**src/rtl/cellrv32_pkg.sv**
```systemverilog
// Shared cellrv32 definitions: instruction-fetch responder state encoding,
// pending-request record and address-width helper.
package cellrv32_pkg;

  typedef enum logic [2:0] {
    S_IDLE     = 3'd0,
    S_WAIT     = 3'd1,
    S_READ     = 3'd2,
    S_RESP     = 3'd3,
    S_PREFETCH = 3'd4
  } ifr_state_t;

  localparam int IFR_WAIT_MAX = 15;

  typedef struct packed {
    logic [31:0] addr;
    logic        we;
    logic        cached;
  } ifr_req_t;

  // Number of address bits needed to index n bytes (ceil(log2(n))).
  function automatic int index_size_f(input int n);
    int r;
    r = 0;
    for (int i = 0; i < 32; i++) begin
      if ((64'd1 << i) < 64'(n)) r = i + 1;
    end
    return r;
  endfunction

endpackage

```
**src/rtl/cellrv32_ifetch_responder.sv**
```systemverilog
// Read-only instruction-fetch responder in front of an external word array,
// with configurable wait states and a one-word next-line prefetch buffer.
module cellrv32_ifetch_responder
  import cellrv32_pkg::*;
#(
  parameter logic [31:0] MEM_BASE    = 32'h0000_0000,
  parameter int          MEM_SIZE    = 16384,
  parameter int          WAIT_STATES = 1,
  parameter bit          PREFETCH_EN = 1'b1
) (
  input  logic                                clk_i,
  input  logic                                rst_i,
  input  logic                                clear_i,
  input  logic                                bus_cached_i,
  input  logic [31:0]                         bus_addr_i,
  input  logic                                bus_re_i,
  input  logic                                bus_we_i,
  output logic [31:0]                         bus_rdata_o,
  output logic                                bus_ack_o,
  output logic                                bus_err_o,
  output logic [index_size_f(MEM_SIZE)-3:0]   mem_addr_o,
  output logic                                mem_re_o,
  input  logic [31:0]                         mem_rdata_i,
  output logic                                pf_hit_o
);

  localparam int         AW = index_size_f(MEM_SIZE);
  localparam int         IW = AW - 2;
  localparam logic [3:0] WS = 4'(WAIT_STATES);

  if ((MEM_SIZE < 8) || ((MEM_SIZE & (MEM_SIZE - 1)) != 0)) begin : g_bad_size
    $error("cellrv32_ifetch_responder: MEM_SIZE must be a power of 2 and >= 8");
  end
  if ((MEM_BASE & 32'(MEM_SIZE - 1)) != 32'd0) begin : g_bad_base
    $error("cellrv32_ifetch_responder: MEM_BASE must be aligned to MEM_SIZE");
  end
  if ((WAIT_STATES < 0) || (WAIT_STATES > IFR_WAIT_MAX)) begin : g_bad_wait
    $error("cellrv32_ifetch_responder: WAIT_STATES must be in 0..15");
  end

  ifr_state_t    state;
  logic [3:0]    cnt;
  logic          pf_rd;
  logic [IW-1:0] req_idx;
  logic          req_cached;
  logic [IW-1:0] pf_idx;

  logic [31:0]   buf_data;
  logic [IW-1:0] buf_idx;
  logic          buf_valid;

  ifr_req_t      pend;
  logic          pend_valid;

  logic          hit_ack;
  logic [31:0]   hit_data;
  logic          err_q;
  logic          pf_hit_q;

  logic          bus_sel;
  ifr_req_t      cur;
  logic [IW-1:0] cur_idx;
  logic [IW-1:0] cur_nxt;
  logic [IW-1:0] req_nxt;
  logic          cur_hit;
  logic          cur_bad;
  logic          cur_pf;
  logic          req_pf;
  logic          pf_issue;

  assign bus_sel = (bus_re_i | bus_we_i) && (bus_addr_i[31:AW] == MEM_BASE[31:AW]);

  // A request parked during a prefetch takes priority over the live bus.
  always_comb begin
    cur = '{addr: bus_addr_i, we: bus_we_i, cached: bus_cached_i};
    if (pend_valid) cur = pend;
  end

  assign cur_idx  = cur.addr[AW-1:2];
  assign cur_nxt  = cur_idx + IW'(1);
  assign req_nxt  = req_idx + IW'(1);
  assign cur_hit  = buf_valid && (buf_idx == cur_idx);
  assign cur_bad  = cur.we || (cur.addr[1:0] != 2'b00);
  assign cur_pf   = PREFETCH_EN && cur.cached && (cur_nxt != '0);
  assign req_pf   = PREFETCH_EN && req_cached && (req_nxt != '0);
  assign pf_issue = (state == S_PREFETCH) && (cnt == 4'd0) && !pf_rd;

  always_ff @(posedge clk_i or posedge rst_i) begin
    if (rst_i) begin
      state      <= S_IDLE;
      cnt        <= 4'd0;
      pf_rd      <= 1'b0;
      req_idx    <= '0;
      req_cached <= 1'b0;
      pf_idx     <= '0;
      buf_data   <= 32'd0;
      buf_idx    <= '0;
      buf_valid  <= 1'b0;
      pend       <= '0;
      pend_valid <= 1'b0;
      hit_ack    <= 1'b0;
      hit_data   <= 32'd0;
      err_q      <= 1'b0;
      pf_hit_q   <= 1'b0;
    end else begin
      hit_ack  <= 1'b0;
      hit_data <= 32'd0;
      err_q    <= 1'b0;
      pf_hit_q <= 1'b0;
      if (clear_i) buf_valid <= 1'b0;

      case (state)
        S_IDLE: begin
          if (pend_valid || bus_sel) begin
            pend_valid <= 1'b0;
            if (cur_bad) begin
              err_q <= 1'b1;
            end else if (cur_hit) begin
              hit_ack  <= 1'b1;
              hit_data <= buf_data;
              pf_hit_q <= 1'b1;
              if (cur_pf) begin
                state  <= S_PREFETCH;
                pf_idx <= cur_nxt;
                cnt    <= WS;
                pf_rd  <= 1'b0;
              end
            end else begin
              req_idx    <= cur_idx;
              req_cached <= cur.cached;
              cnt        <= WS;
              state      <= (WS == 4'd0) ? S_READ : S_WAIT;
            end
          end
        end

        S_WAIT: begin
          cnt <= cnt - 4'd1;
          if (cnt <= 4'd1) state <= S_READ;
        end

        S_READ: state <= S_RESP;

        S_RESP: begin
          if (req_pf) begin
            state  <= S_PREFETCH;
            pf_idx <= req_nxt;
            cnt    <= WS;
            pf_rd  <= 1'b0;
          end else begin
            state <= S_IDLE;
          end
        end

        S_PREFETCH: begin
          if (bus_sel && !pend_valid) begin
            pend       <= '{addr: bus_addr_i, we: bus_we_i, cached: bus_cached_i};
            pend_valid <= 1'b1;
          end
          // Clear aborts at any point, including the capture cycle.
          if (clear_i) begin
            state <= S_IDLE;
            cnt   <= 4'd0;
            pf_rd <= 1'b0;
          end else if (cnt != 4'd0) begin
            cnt <= cnt - 4'd1;
          end else if (!pf_rd) begin
            pf_rd <= 1'b1;
          end else begin
            buf_data  <= mem_rdata_i;
            buf_idx   <= pf_idx;
            buf_valid <= 1'b1;
            pf_rd     <= 1'b0;
            state     <= S_IDLE;
          end
        end

        default: state <= S_IDLE;
      endcase
    end
  end

  always_comb begin
    bus_rdata_o = 32'd0;
    if (state == S_RESP) bus_rdata_o = mem_rdata_i;
    else if (hit_ack)    bus_rdata_o = hit_data;
  end

  always_comb begin
    mem_addr_o = '0;
    if (state == S_READ) mem_addr_o = req_idx;
    else if (pf_issue)   mem_addr_o = pf_idx;
  end

  assign bus_ack_o = (state == S_RESP) || hit_ack;
  assign bus_err_o = err_q;
  assign mem_re_o  = (state == S_READ) || pf_issue;
  assign pf_hit_o  = pf_hit_q;

endmodule

```
**config.mk**
```make
export PLATFORM = sky130hd
export DESIGN_NAME = cellrv32_ifetch_responder
export DESIGN_NICKNAME = d
export VERILOG_FILES = /design/src/rtl/cellrv32_pkg.sv /design/src/rtl/cellrv32_ifetch_responder.sv
export SDC_FILE = /design/constraint.sdc
export NUM_CORES = 1
export LEC_CHECK = 0
export ABC_AREA = 1
export BUFFER_PORTS_ARGS = -buffer_cell sky130_fd_sc_hd__buf_4
export CELL_PAD_IN_SITES_DETAIL_PLACEMENT = 1
export CELL_PAD_IN_SITES_GLOBAL_PLACEMENT = 1
export CORE_ASPECT_RATIO = 1.1
export CORE_MARGIN = 2
export CORE_UTILIZATION = 25
export CTS_CLUSTER_SIZE = 16
export DETAILED_ROUTE_END_ITERATION = 10
export GPL_TIMING_DRIVEN = 0
export PLACE_DENSITY = 0.54
export RECOVER_POWER = 25
export SYNTH_ARGS = -nofsm -noshare
export SYNTH_HDL_FRONTEND = slang
export SYNTH_SLANG_ARGS = --single-unit
```
**constraint.sdc**
```tcl
create_clock -name clk_i -period 6.6 [get_ports clk_i]
set_input_delay 1.32 -clock clk_i [delete_from_list [all_inputs] [get_ports clk_i]]
set_output_delay 1.32 -clock clk_i [all_outputs]
set_load 0.005 [all_outputs]
```
==> results_tabular.tex, run 1 <==
\begin{tabular}{lr}
\hline
Metric & Value \\
\hline
\multicolumn{2}{l}{\textbf{Status}} \\
\quad Run status & finished with violations \\
\quad Violated checks & capacitance limit, slew limit \\
\multicolumn{2}{l}{\textbf{Timing}} \\
\quad Min cycle time layout & 4.348 ns \\
\quad Actual slew at the worst max-slew pin & 3.438 ns \\
\quad Fin crit share & 65.88\% \\
\quad Achievable clock frequency & 230.0 MHz \\
\quad Hold violation count in the final report & 0 \\
\quad Final setup vio count & 0 \\
\quad Worst setup margin & 2.252 ns \\
\quad Final Hold Slack & 0.4732 ns \\
\quad Pins over their slew limit & 70 \\
\quad Setup repair after global routing missed its margin & false \\
\quad Relative slew slack & -130.4\% \\
\quad Post-Route Skew & 0.01469 ns \\
\multicolumn{2}{l}{\textbf{Synthesis}} \\
\quad Number of enable-type register cells in the synthesized netlist & 0 \\
\quad Proportion of register bits with asynchronous set or reset after synthesis & 100.0\% \\
\quad Avg Synthesized Cell Area & 7.498 sq um \\
\quad Count of yosys warnings during synthesis & 0 \\
\quad Number of synthesized register bits & 129 \\
\quad Post-Syn Instances & 934 \\
\quad Prevailing post-synth register cell & dfrtp\_1 \\
\quad Syn\_nets & 1010 \\
\quad Fraction of the yosys area taken by sequential cells & 46.10\% \\
\quad Cell variety after synth & 36 \\
\quad Area of the mapped netlist & 7003 sq um \\
\multicolumn{2}{l}{\textbf{Run}} \\
\quad Reported max-cap violation count & 1 \\
\multicolumn{2}{l}{\textbf{Clock tree}} \\
\quad Clock buffer depth & 2 \\
\quad Resized Gates After CTS & 0 \\
\quad Setup fix buffers added after clock tree synthesis & 0 \\
\quad CTS H-tree depth & 4 \\
\quad Latest clock arrival within the worst-skew pair & 0.43 ns \\
\quad CTS Root Cell & clkbuf\_16 \\
\quad Clock buffers created by TritonCTS & 17 \\
\quad \# hold bufs at CTS & 0 \\
\quad CTS sink cnt & 129 \\
\quad TritonCTS clock tree & built \\
\quad Worst-path clk slew & 0.06 ns \\
\multicolumn{2}{l}{\textbf{Power}} \\
\quad Clock network power share & 38.7\% \\
\quad Comb pwr share & 22.6\% \\
\quad Leakage Power & 4.438 nW \\
\quad Peak supply drop & 0.1237 mV \\
\quad Internal power contribution & 1.779 mW \\
\quad Part of the total power dissipated in sequential elements & 38.7\% \\
\quad Switching portion of total power & 33.19\% \\
\quad Net Switching & 0.8837 mW \\
\quad Total power divided by cell area & 296.1 nW/um\^{}2 \\
\multicolumn{2}{l}{\textbf{Detailed routing}} \\
\quad Count of vias placed by the detailed router & 6380 \\
\quad DRT antenna net count & 0 \\
\quad Iteration count of the initial detailed-routing pass & 4 \\
\quad Vias per cell & 4.412 \\
\quad Average wire per cell in the routed design & 16.04 um \\
\quad Total detailed-routing wirelength & 23200 um \\
\quad \# DRC & 0 \\
\quad 1st-iter DRT viols & 259 \\
\multicolumn{2}{l}{\textbf{Final layout}} \\
\quad Antenna Diode Count & 0 \\
\quad Count of nets after finishing & 1147 \\
\quad Layout area overhead & 28.41\% \\
\quad Share of final-layout standard cells stronger than drive strength 1 & 22.07\% \\
\multicolumn{2}{l}{\textbf{Floorplanning}} \\
\quad Placeable core region & 27710 sq um \\
\quad I/O pin count & 118 \\
\quad Die footprint & 29370 sq um \\
\quad Row count & 64 \\
\quad Initial cell density of the core & 25.28\% \\
\quad Die height & 179.5 um \\
\quad Width of the die & 163.6 um \\
\multicolumn{2}{l}{\textbf{Global route}} \\
\quad Initial antenna violation count & 0 \\
\quad Aggregate global routing overflow & 0 \\
\quad Maximum number of pins on one net before global-route repair & 71 \\
\quad Overall Global Routing Usage & 16.70\% \\
\quad Vias in the first global route & 6751 \\
\quad Wire length of the first global-routing pass & 37640 um \\
\multicolumn{2}{l}{\textbf{Setup path}} \\
\quad Buffer and inverter count on the worst path & 5 \\
\quad Max stage delay cell, worst path & nor2\_1 \\
\quad CP Cell Sequence & inv\_1, nand2\_1, nor2\_1, inv\_1, clkbuf\_1, clkbuf\_1, nand3\_1, o21ai\_0, buf\_4 \\
\quad Biggest fanout along the worst timing path & 10 \\
\quad Critical path class & flop to output port \\
\quad Slowest Stage Delay on Critical Path & 0.61 ns \\
\quad Critical path capture point type & output port \\
\quad RR Startpoint & req\_idx[0] \\
\quad Crit path launch type & flop \\
\quad Kind of cell with the highest combined delay on the critical path & buffers and inverters \\
\quad Critical path origin & state[2] \\
\quad FF-to-FF setup slack & 3.92 ns \\
\quad Crit path required time & 5.28 ns \\
\quad Arrival time of data at the critical path endpoint & 3.03 ns \\
\multicolumn{2}{l}{\textbf{Placed design}} \\
\quad Post-DP HPWL & 17860 um \\
\quad Setup WS pre-CTS & 2.680 ns \\
\quad Placer's final routability congestion estimate & 0.7718 \\
\quad Count of buffers inserted at the top-level ports & 117 \\
\multicolumn{2}{l}{\textbf{Min path}} \\
\quad Start point of the worst min-delay path & pf\_idx[2] \\
\quad Worst min path class & flop to flop \\
\hline
\end{tabular}
==> power by group through the flow <==
| stage | Combinational [mW] | Clock, mW | Sequential [mW] |
|---|---|---|---|
| floorplan | 0.401 | 0 | 1.01 |
| global placement | 0.603 | 0 | 1.04 |
| detailed placement | 0.613 | 0 | 1.04 |
| CTS | 0.616 | 1.06 | 1.03 |
| global route | 0.701 | 1.09 | 1.05 |
| finish | 0.603 | 1.03 | 1.03 |
==> final cells by class <==
type / count / area (sq um)
Tap cell: 363 / 454.2
Inverter: 138 / 519.2
Fill cell: 3444 / 18710
Clock inverter: 14 / 202.7
Buffer: 37 / 198.9
Clock buffer: 17 / 425.4
Timing Repair Buffer: 118 / 905.9
Sequential cell: 129 / 3228
Multi-Input combinational cell: 630 / 3058
==> final timing paths <==
kind	cells past startpoint	end
worst max-delay path	9	bus_rdata_o[24]
worst min-delay path	2	pf_idx[2]
worst max register to register	13	cnt[2]
worst min register to register	2	pf_idx[2]
max in group asynchronous	2	buf_idx[10]
min in group asynchronous	2	pend[14]
==> metrics by stage <==
step | std cells | power (mW) | setup TNS [ns] | utilization (%) | area [sq um]
floorplan | 934 | 1.410 | 0 | - | 7003
global placement | 1414 | 1.644 | -26.32 | 30.08 | 8335
detailed placement | 1415 | 1.657 | 0 | 30.20 | 8368
CTS | 1446 | 2.706 | 0 | 32.47 | 8996
global route | 1446 | 2.843 | 0 | 32.46 | 8992
finish | 1446 | 2.663 | 0 | 32.46 | 8992
==> cell usage after synthesis (7+ instances only) <==
library cell  number  share of area [%]
clkbuf_1          21                1.1
nand4_1           11               0.98
nand2_1          265                 14
nand3_1           67                4.8
dfrtp_1          129                 46
inv_1            133                7.1
nor2_2            31                2.8
mux2_2             7                1.1
o21ai_0          118                8.4
nor2_1            53                2.8
nand2_2           19                1.7
o21ai_1           15                1.1
==> kinds of logic after synthesis <==
family | synth area share (%)
flip-flops | 46.10
buffers and inverters | 10.24
XOR/XNOR | 1.000
multiplexers | 1.126
adder cells (fa/ha/maj) | 1.072
AO/OA/AOI/OAI | 10.38
AND/OR/NAND/NOR | 30.09
==> registers in the layout, summed over array words and instances, names as in the netlist <==
name,flops
cnt,4
buf_idx,12
buf_data,32
bus_err_o,1
req_idx,12
req_cached,1
state,3
pend,16
hit_data,32
pf_rd,1
buf_valid,1
pend_valid,1
pf_idx,12
pf_hit_o,1
==> placed cells by master (no fill, tap or decap), drive strengths merged, types with 3 or more instances in the layout <==
cell    Yosys  routed
a21oi       3       3
buf        16     133
bufinv      0       4
clkbuf     21      39
clkinv      0       4
dfrtp     129     129
ha          6       6
inv       138     142
mux2        7       7
nand2     286     286
nand3      70      70
nand3b      5       5
nand4      12      12
nor2       87      87
nor3        5       5
o21ai     135     135
xnor2       4       4
xor2        4       4
==> metal layers <==
metal / GRT usage (%) / up-vias / routed length [um]
met4: 4.421 / 0 / 384
met2: 28.95 / 104 / 11580
met5: 0 / - / 0
met3: 3.530 / 27 / 801
met1: 20.97 / 3056 / 10430
li1: - / 3193 / -
==> worst reg2reg max path: stages (launching register included) <==
cell	delay, ns
dfrtp_1	0.56
ha_1	0.25
nand2_1	0.11
nor2_2	0.25
xor2_1	0.24
nor2_1	0.07
nand2_1	0.07
nor2_1	0.05
nand2_1	0.11
nand2_1	0.08
a21oi_1	0.38
nand3_1	0.24
nand2_1	0.11
nand2_1	0.05
Note: power is estimated with default switching activity, not from simulation.
==> inputs of run 2 (changes only) <==
- PLACE_DENSITY: 0.54 -> 0.56
- clock period: 6.6 -> 3.7 ns (I/O delays scaled with it)
==> results_tabular.tex, run 2 (synthesis results as in run 1) <==
\begin{tabular}{lr}
\hline
Metric & Value \\
\hline
\multicolumn{2}{l}{\textbf{Status}} \\
\quad Run status & finished with violations \\
\quad Violated checks & capacitance limit, slew limit \\
\multicolumn{2}{l}{\textbf{Setup path}} \\
\quad FF-to-FF setup slack & 1.02 ns (-2.90 ns) \\
\quad Worst setup path endpoint & bus\_rdata\_o[21] \\
\quad Arrival time of data at the critical path endpoint & 2.72 ns (-0.31 ns) \\
\quad CP Cell Sequence & inv\_1, nand2\_1, nor2\_2, inv\_1, clkbuf\_2, clkbuf\_1, o21ai\_0, buf\_4 \\
\quad Biggest fanout along the worst timing path & 10 (unchanged) \\
\quad Critical path origin & state[2] \\
\quad Max stage delay cell, worst path & dfrtp\_1 \\
\quad RR Startpoint & req\_idx[0] \\
\quad Crit path required time & 2.96 ns (-2.32 ns) \\
\quad Worst R2R End & cnt[3] \\
\quad Critical path class & flop to output port \\
\quad Crit path launch type & flop \\
\quad Most repeated library cell on the critical path & inv\_1 \\
\quad Slowest Stage Delay on Critical Path & 0.44 ns (-0.17 ns) \\
\quad Reg2Reg Depth & 14 (+1) \\
\quad Critical path capture point type & output port \\
\multicolumn{2}{l}{\textbf{Floorplanning}} \\
\quad Width of the die & 163.6 um (unchanged) \\
\quad Die height & 179.5 um (unchanged) \\
\quad Placeable core region & 27710 sq um (unchanged) \\
\quad I/O pin count & 118 (unchanged) \\
\quad Die footprint & 29370 sq um (unchanged) \\
\quad Row count & 64 (unchanged) \\
\quad Initial cell density of the core & 25.28\% (unchanged) \\
\multicolumn{2}{l}{\textbf{Detailed routing}} \\
\quad 1st-iter DRT viols & 287 (+11\%) \\
\quad Vias per cell & 4.396 (-0.36\%) \\
\quad Count of vias placed by the detailed router & 6370 (-0.16\%) \\
\quad Average wire per cell in the routed design & 15.70 um (-2.2\%) \\
\quad Iteration count of the initial detailed-routing pass & 4 (unchanged) \\
\quad Total detailed-routing wirelength & 22740 um (-2.0\%) \\
\quad DRT antenna net count & 0 (unchanged) \\
\quad \# DRC & 0 (unchanged) \\
\multicolumn{2}{l}{\textbf{Timing}} \\
\quad Relative slew slack & -10.40\% (+120 points) \\
\quad Pins over their slew limit & 100 (+43\%) \\
\quad Final Hold Slack & 0.4692 ns (-0.004065 ns) \\
\quad Setup TNS & 0 ns (unchanged) \\
\quad Hold violation count in the final report & 0 (unchanged) \\
\quad Achievable clock frequency & 289.3 MHz \\
\quad Final setup vio count & 0 (unchanged) \\
\quad Setup repair after global routing missed its margin & false \\
\quad Min cycle time layout & 3.457 ns \\
\quad Post-Route Skew & 0.01129 ns (-0.003398 ns) \\
\quad Fin crit share & 93.43\% \\
\quad Actual slew at the worst max-slew pin & 1.647 ns (-1.791 ns) \\
\multicolumn{2}{l}{\textbf{Global route}} \\
\quad Overall Global Routing Usage & 16.39\% (-0.31 points) \\
\quad Maximum number of pins on one net before global-route repair & 38 (-46\%) \\
\quad Aggregate global routing overflow & 0 (unchanged) \\
\quad Vias in the first global route & 6750 (-0.015\%) \\
\quad Initial antenna violation count & 0 (unchanged) \\
\quad Wire length of the first global-routing pass & 37250 um (-1.0\%) \\
\multicolumn{2}{l}{\textbf{Final layout}} \\
\quad Antenna Diode Count & 0 (unchanged) \\
\quad Count of nets after finishing & 1149 (+0.17\%) \\
\quad Non-filler instance count after layout & 1449 (+0.21\%) \\
\quad Share of final-layout standard cells stronger than drive strength 1 & 22.19\% (+0.12 points) \\
\quad Leading cell types in the layout, fill and taps excluded & nand2\_1, inv\_1, dfrtp\_1 \\
\quad Largest regs & buf\_data (32), hit\_data (32), pend (16) \\
\quad Layout area overhead & 28.34\% (about the same) \\
\quad Most common cell after layout, fill and taps aside & nand2\_1 \\
\multicolumn{2}{l}{\textbf{Min path}} \\
\quad Worst min path class & flop to flop \\
\multicolumn{2}{l}{\textbf{Placed design}} \\
\quad Placed cell count & 1417 (+0.14\%) \\
\quad Count of buffers inserted at the top-level ports & 117 (unchanged) \\
\quad Placer's final routability congestion estimate & 0.7667 (-0.66\%) \\
\quad Post-DP HPWL & 18060 um (+1.1\%) \\
\multicolumn{2}{l}{\textbf{Power}} \\
\quad Comb pwr share & 22.8\% (+0.2 points) \\
\quad Internal power contribution & 3.108 mW (+75\%) \\
\quad Switching portion of total power & 33.34\% (+0.15 points) \\
\quad Part of the total power dissipated in sequential elements & 39.3\% (+0.6 points) \\
\quad Net Switching & 1.555 mW (+76\%) \\
\quad Total power divided by cell area & 518.9 nW/um\^{}2 (+75\%) \\
\quad Peak supply drop & 0.2719 mV (+120\%) \\
\quad Leakage Power & 4.436 nW (about the same) \\
\quad Clock network power share & 37.8\% (-0.9 points) \\
\multicolumn{2}{l}{\textbf{Clock tree}} \\
\quad TritonCTS clock tree & built \\
\quad Clock buffer depth & 2 (unchanged) \\
\quad CTS sink cnt & 129 (unchanged) \\
\quad Worst-path clk slew & 0.06 ns (about the same) \\
\quad Setup fix buffers added after clock tree synthesis & 0 (unchanged) \\
\quad \# hold bufs at CTS & 0 (unchanged) \\
\quad CTS H-tree depth & 4 (unchanged) \\
\quad Latest clock arrival within the worst-skew pair & 0.42 ns (about the same) \\
\quad Resized Gates After CTS & 1 (+1) \\
\quad CTS Root Cell & clkbuf\_16 \\
\quad Clock buffers created by TritonCTS & 17 (unchanged) \\
\multicolumn{2}{l}{\textbf{Run}} \\
\quad Reported max-cap violation count & 3 (+2) \\
\hline
\end{tabular}
run 2: through the flow:
step           util, %  worst slack, ns  power, mW  cell area (sq um)
3_3_place_gp     30.10           0.2961      2.927               8339
6_report         32.44           0.2431      4.663               8987
3_5_place_dp     30.32           0.3913      2.957               8399
4_1_cts          32.53          0.09426      4.758               9012
2_1_floorplan        -            1.319      2.516               7007
5_1_grt          32.44          0.05470      4.999               8987
run 2: cell type report:
cell class	count	area, sq um
Clock buffer	18	429.2
Buffer	37	200.2
Fill cell	3477	18720
Tap cell	363	454.2
Clock inverter	14	181.4
Timing Repair Buffer	120	914.6
Sequential cell	129	3228
Multi-Input combinational cell	630	3060
Inverter	138	519.2
run 2: how the worst min path moves through the flow:
stage,start,endpoint,slack (ns),depth (start not counted)
finish,pf_idx[11],pf_idx[11],0.47,2
global route,buf_data[1],buf_data[1],0.50,2
CTS,pf_idx[3],pf_idx[3],0.48,2
detailed placement,pf_idx[3],pf_idx[3],0.46,2
global placement,pf_idx[9],pf_idx[9],0.46,2
floorplan,pf_idx[0],pf_idx[0],0.44,2
run 2: power by group through the flow:
stage,Clock (mW),Sequential [mW],Combinational [mW]
6_report,1.76,1.83,1.07
5_1_grt,1.88,1.87,1.25
4_1_cts,1.82,1.84,1.10
3_5_place_dp,0,1.86,1.10
3_3_place_gp,0,1.86,1.07
2_1_floorplan,0,1.80,0.715
run 2: critical path: cells and delay by family (launching register included):
kind                   cells  cell delay, ns
buffers and inverters      5            1.02
and+or+nand+nor            2            0.49
DFF                        1            0.44
AOI/OAI and AO/OA          1            0.34
run 2: routing by layer:
layer  global-route usage (%)  share of wire [%]  vias up
met1                    20.82                 45     3053
met5                        0                  0        -
met3                    3.553                4.0       17
met2                    28.41                 50       95
met4                    3.649                1.1        0
li1                         -                  -     3205
==> inputs of run 3 (changes only) <==
- CTS_CLUSTER_SIZE: 16 -> default
- MAX_ROUTING_LAYER: default -> met4
==> results_tabular.tex, run 3 (synthesis results as in run 1) <==
\begin{tabular}{lr}
\hline
Metric & Value \\
\hline
\multicolumn{2}{l}{\textbf{Timing}} \\
\quad Final setup vio count & 0 (unchanged) \\
\quad Min cycle time layout & 3.371 ns (-0.08609 ns) \\
\quad Pins over their slew limit & 100 (unchanged) \\
\quad Relative slew slack & -10.68\% (-0.28 points) \\
\quad Setup TNS & 0 ns (unchanged) \\
\quad Post-Route Skew & 0.01373 ns (+0.002441 ns) \\
\quad Setup repair after global routing missed its margin & false \\
\quad Fin crit share & 91.10\% (-2.3 points) \\
\quad Actual slew at the worst max-slew pin & 1.651 ns (+0.004178 ns) \\
\quad Hold violation count in the final report & 0 (unchanged) \\
\quad Achievable clock frequency & 296.7 MHz (+2.6\%) \\
\multicolumn{2}{l}{\textbf{Detailed routing}} \\
\quad Count of vias placed by the detailed router & 6358 (-0.19\%) \\
\quad Iteration count of the initial detailed-routing pass & 4 (unchanged) \\
\quad Vias per cell & 4.391 (-0.12\%) \\
\quad \# DRC & 0 (unchanged) \\
\quad Total detailed-routing wirelength & 22760 um (about the same) \\
\quad DRT antenna net count & 0 (unchanged) \\
\quad 1st-iter DRT viols & 267 (-7.0\%) \\
\quad Average wire per cell in the routed design & 15.72 um (+0.14\%) \\
\multicolumn{2}{l}{\textbf{Power}} \\
\quad Total power divided by cell area & 519.4 nW/um\^{}2 (about the same) \\
\quad Peak supply drop & 0.2706 mV (-0.47\%) \\
\quad Leakage Power & 4.433 nW (about the same) \\
\multicolumn{2}{l}{\textbf{Floorplanning}} \\
\quad Die footprint & 29370 sq um (unchanged) \\
\quad Width of the die & 163.6 um (unchanged) \\
\quad Row count & 64 (unchanged) \\
\quad I/O pin count & 118 (unchanged) \\
\quad Initial cell density of the core & 25.28\% (unchanged) \\
\quad Placeable core region & 27710 sq um (unchanged) \\
\quad Die height & 179.5 um (unchanged) \\
\multicolumn{2}{l}{\textbf{Setup path}} \\
\quad Biggest fanout along the worst timing path & 12 (+2) \\
\quad Critical path capture point type & output port \\
\quad Crit path required time & 2.96 ns (about the same) \\
\quad Crit path launch type & flop \\
\quad Arrival time of data at the critical path endpoint & 2.63 ns (-0.09 ns) \\
\quad Critical path class & flop to output port \\
\multicolumn{2}{l}{\textbf{Placed design}} \\
\quad Count of buffers inserted at the top-level ports & 117 (unchanged) \\
\quad Post-placement cell area & 8399 sq um (unchanged) \\
\quad Post-DP HPWL & 18060 um (unchanged) \\
\quad Placer's final routability congestion estimate & 0.7769 (+1.3\%) \\
\multicolumn{2}{l}{\textbf{Clock tree}} \\
\quad CTS Root Cell & clkbuf\_16 \\
\quad CTS sink cnt & 129 (unchanged) \\
\quad CTS H-tree depth & 4 (unchanged) \\
\quad Clock buffers created by TritonCTS & 17 (unchanged) \\
\quad Setup fix buffers added after clock tree synthesis & 0 (unchanged) \\
\quad Latest clock arrival within the worst-skew pair & 0.43 ns (about the same) \\
\quad Clock buffer depth & 2 (unchanged) \\
\quad Worst-path clk slew & 0.06 ns (about the same) \\
\quad TritonCTS clock tree & built \\
\quad \# hold bufs at CTS & 0 (unchanged) \\
\multicolumn{2}{l}{\textbf{Final layout}} \\
\quad Sequential cell area & 3228 sq um (unchanged) \\
\quad Multi-input gate area & 3065 sq um (+0.16\%) \\
\quad Antenna Diode Count & 0 (unchanged) \\
\quad Fillers & 3476 (-0.029\%) \\
\quad Count of nets after finishing & 1148 (-0.087\%) \\
\quad Most common cell after layout, fill and taps aside & nand2\_1 \\
\quad Post-layout instance area & 8987 sq um (unchanged) \\
\quad Share of final-layout standard cells stronger than drive strength 1 & 22.12\% (-0.072 points) \\
\quad Leading cell types in the layout, fill and taps excluded & nand2\_1, inv\_1, dfrtp\_1 \\
\quad Layout area overhead & 28.34\% (unchanged) \\
\quad Largest regs & buf\_data (32), hit\_data (32), pend (16) \\
\multicolumn{2}{l}{\textbf{Global route}} \\
\quad Overall Global Routing Usage & 16.87\% (+0.48 points) \\
\quad Wire length of the first global-routing pass & 37240 um (about the same) \\
\quad Aggregate global routing overflow & 0 (unchanged) \\
\quad Initial antenna violation count & 0 (unchanged) \\
\quad Vias in the first global route & 6763 (+0.19\%) \\
\quad Maximum number of pins on one net before global-route repair & 38 (unchanged) \\
\multicolumn{2}{l}{\textbf{Status}} \\
\quad Run status & finished with violations \\
\quad Violated checks & capacitance limit, slew limit \\
\multicolumn{2}{l}{\textbf{Run}} \\
\quad Reported max-cap violation count & 3 (unchanged) \\
\multicolumn{2}{l}{\textbf{Min path}} \\
\quad Worst min path class & flop to flop \\
\hline
\end{tabular}
==> run 3: cell type report <==
type | count | area share, %
Tap cell | 363 | 5.054
Clock inverter | 14 | 2.019
Sequential cell | 129 | 35.92
Inverter | 138 | 5.778
Buffer | 36 | 2.172
Clock buffer | 18 | 4.775
Timing Repair Buffer | 120 | 10.18
Multi-Input combinational cell | 630 | 34.11
==> run 3: worst max-delay path, cell delays in order, from the launching register on <==
cell and delay [ns]:
dfrtp_1 0.44, inv_1 0.08, nand2_1 0.16, nor2_4 0.10, inv_1 0.41, clkbuf_1 0.49
nand3_1 0.21, o21ai_0 0.16, buf_4 0.15
==> run 3: report_power, final <==
group          switching (mW)  internal (mW)
clock network           0.694           1.07
logic                   0.685          0.383
registers               0.181           1.65
total                    1.56           3.11
==> run 3: what timing repair did <==
action / CTS / global route
setup endpoints to repair: 24 / 12
resized for setup: 1 / 1
hold endpoints to repair: 0 / 0
==> run 3: per-layer routing <==
| layer | global-route usage (%) | vias to the layer above | wire, um |
|---|---|---|---|
| li1 | - | 3203 | - |
| met1 | 20.82 | 3044 | 10220 |
| met2 | 28.37 | 95 | 11400 |
| met3 | 3.576 | 16 | 911 |
| met4 | 3.649 | 0 | 227 |
| met5 | - | - | 0 |
==> run 3: path summary, 6_finish.rpt <==
check / start / to / slack, ns / cells after the start
worst min-delay path: pf_idx[11] / pf_idx[11] / 0.47 / 2
worst min register to register: pf_idx[11] / pf_idx[11] / 0.47 / 2
worst max-delay path: state[2] / bus_rdata_o[1] / 0.33 / 8
worst max register to register: req_idx[0] / cnt[3] / 1.02 / 14
max in group asynchronous: rst_i / pend[14] / 0.77 / 3
min in group asynchronous: rst_i / buf_data[20] / 0.71 / 2
==> run 3: metrics by stage <==
| stage | hold WS (ns) | instances | setup slack (ns) | util [%] | total power, mW |
|---|---|---|---|---|---|
| final | 0.4685 | 1448 | 0.3292 | 32.44 | 4.668 |
| after global routing | 0.5037 | 1448 | 0.1489 | 32.44 | 5.003 |
| after CTS | 0.4753 | 1449 | 0.09426 | 32.53 | 4.758 |
| after detailed placement | 0.4582 | 1417 | 0.3913 | 30.32 | 2.957 |
| after global placement | 0.4581 | 1414 | 0.2961 | 30.10 | 2.927 |
| after floorplan | 0.4419 | 934 | 1.319 | - | 2.516 |
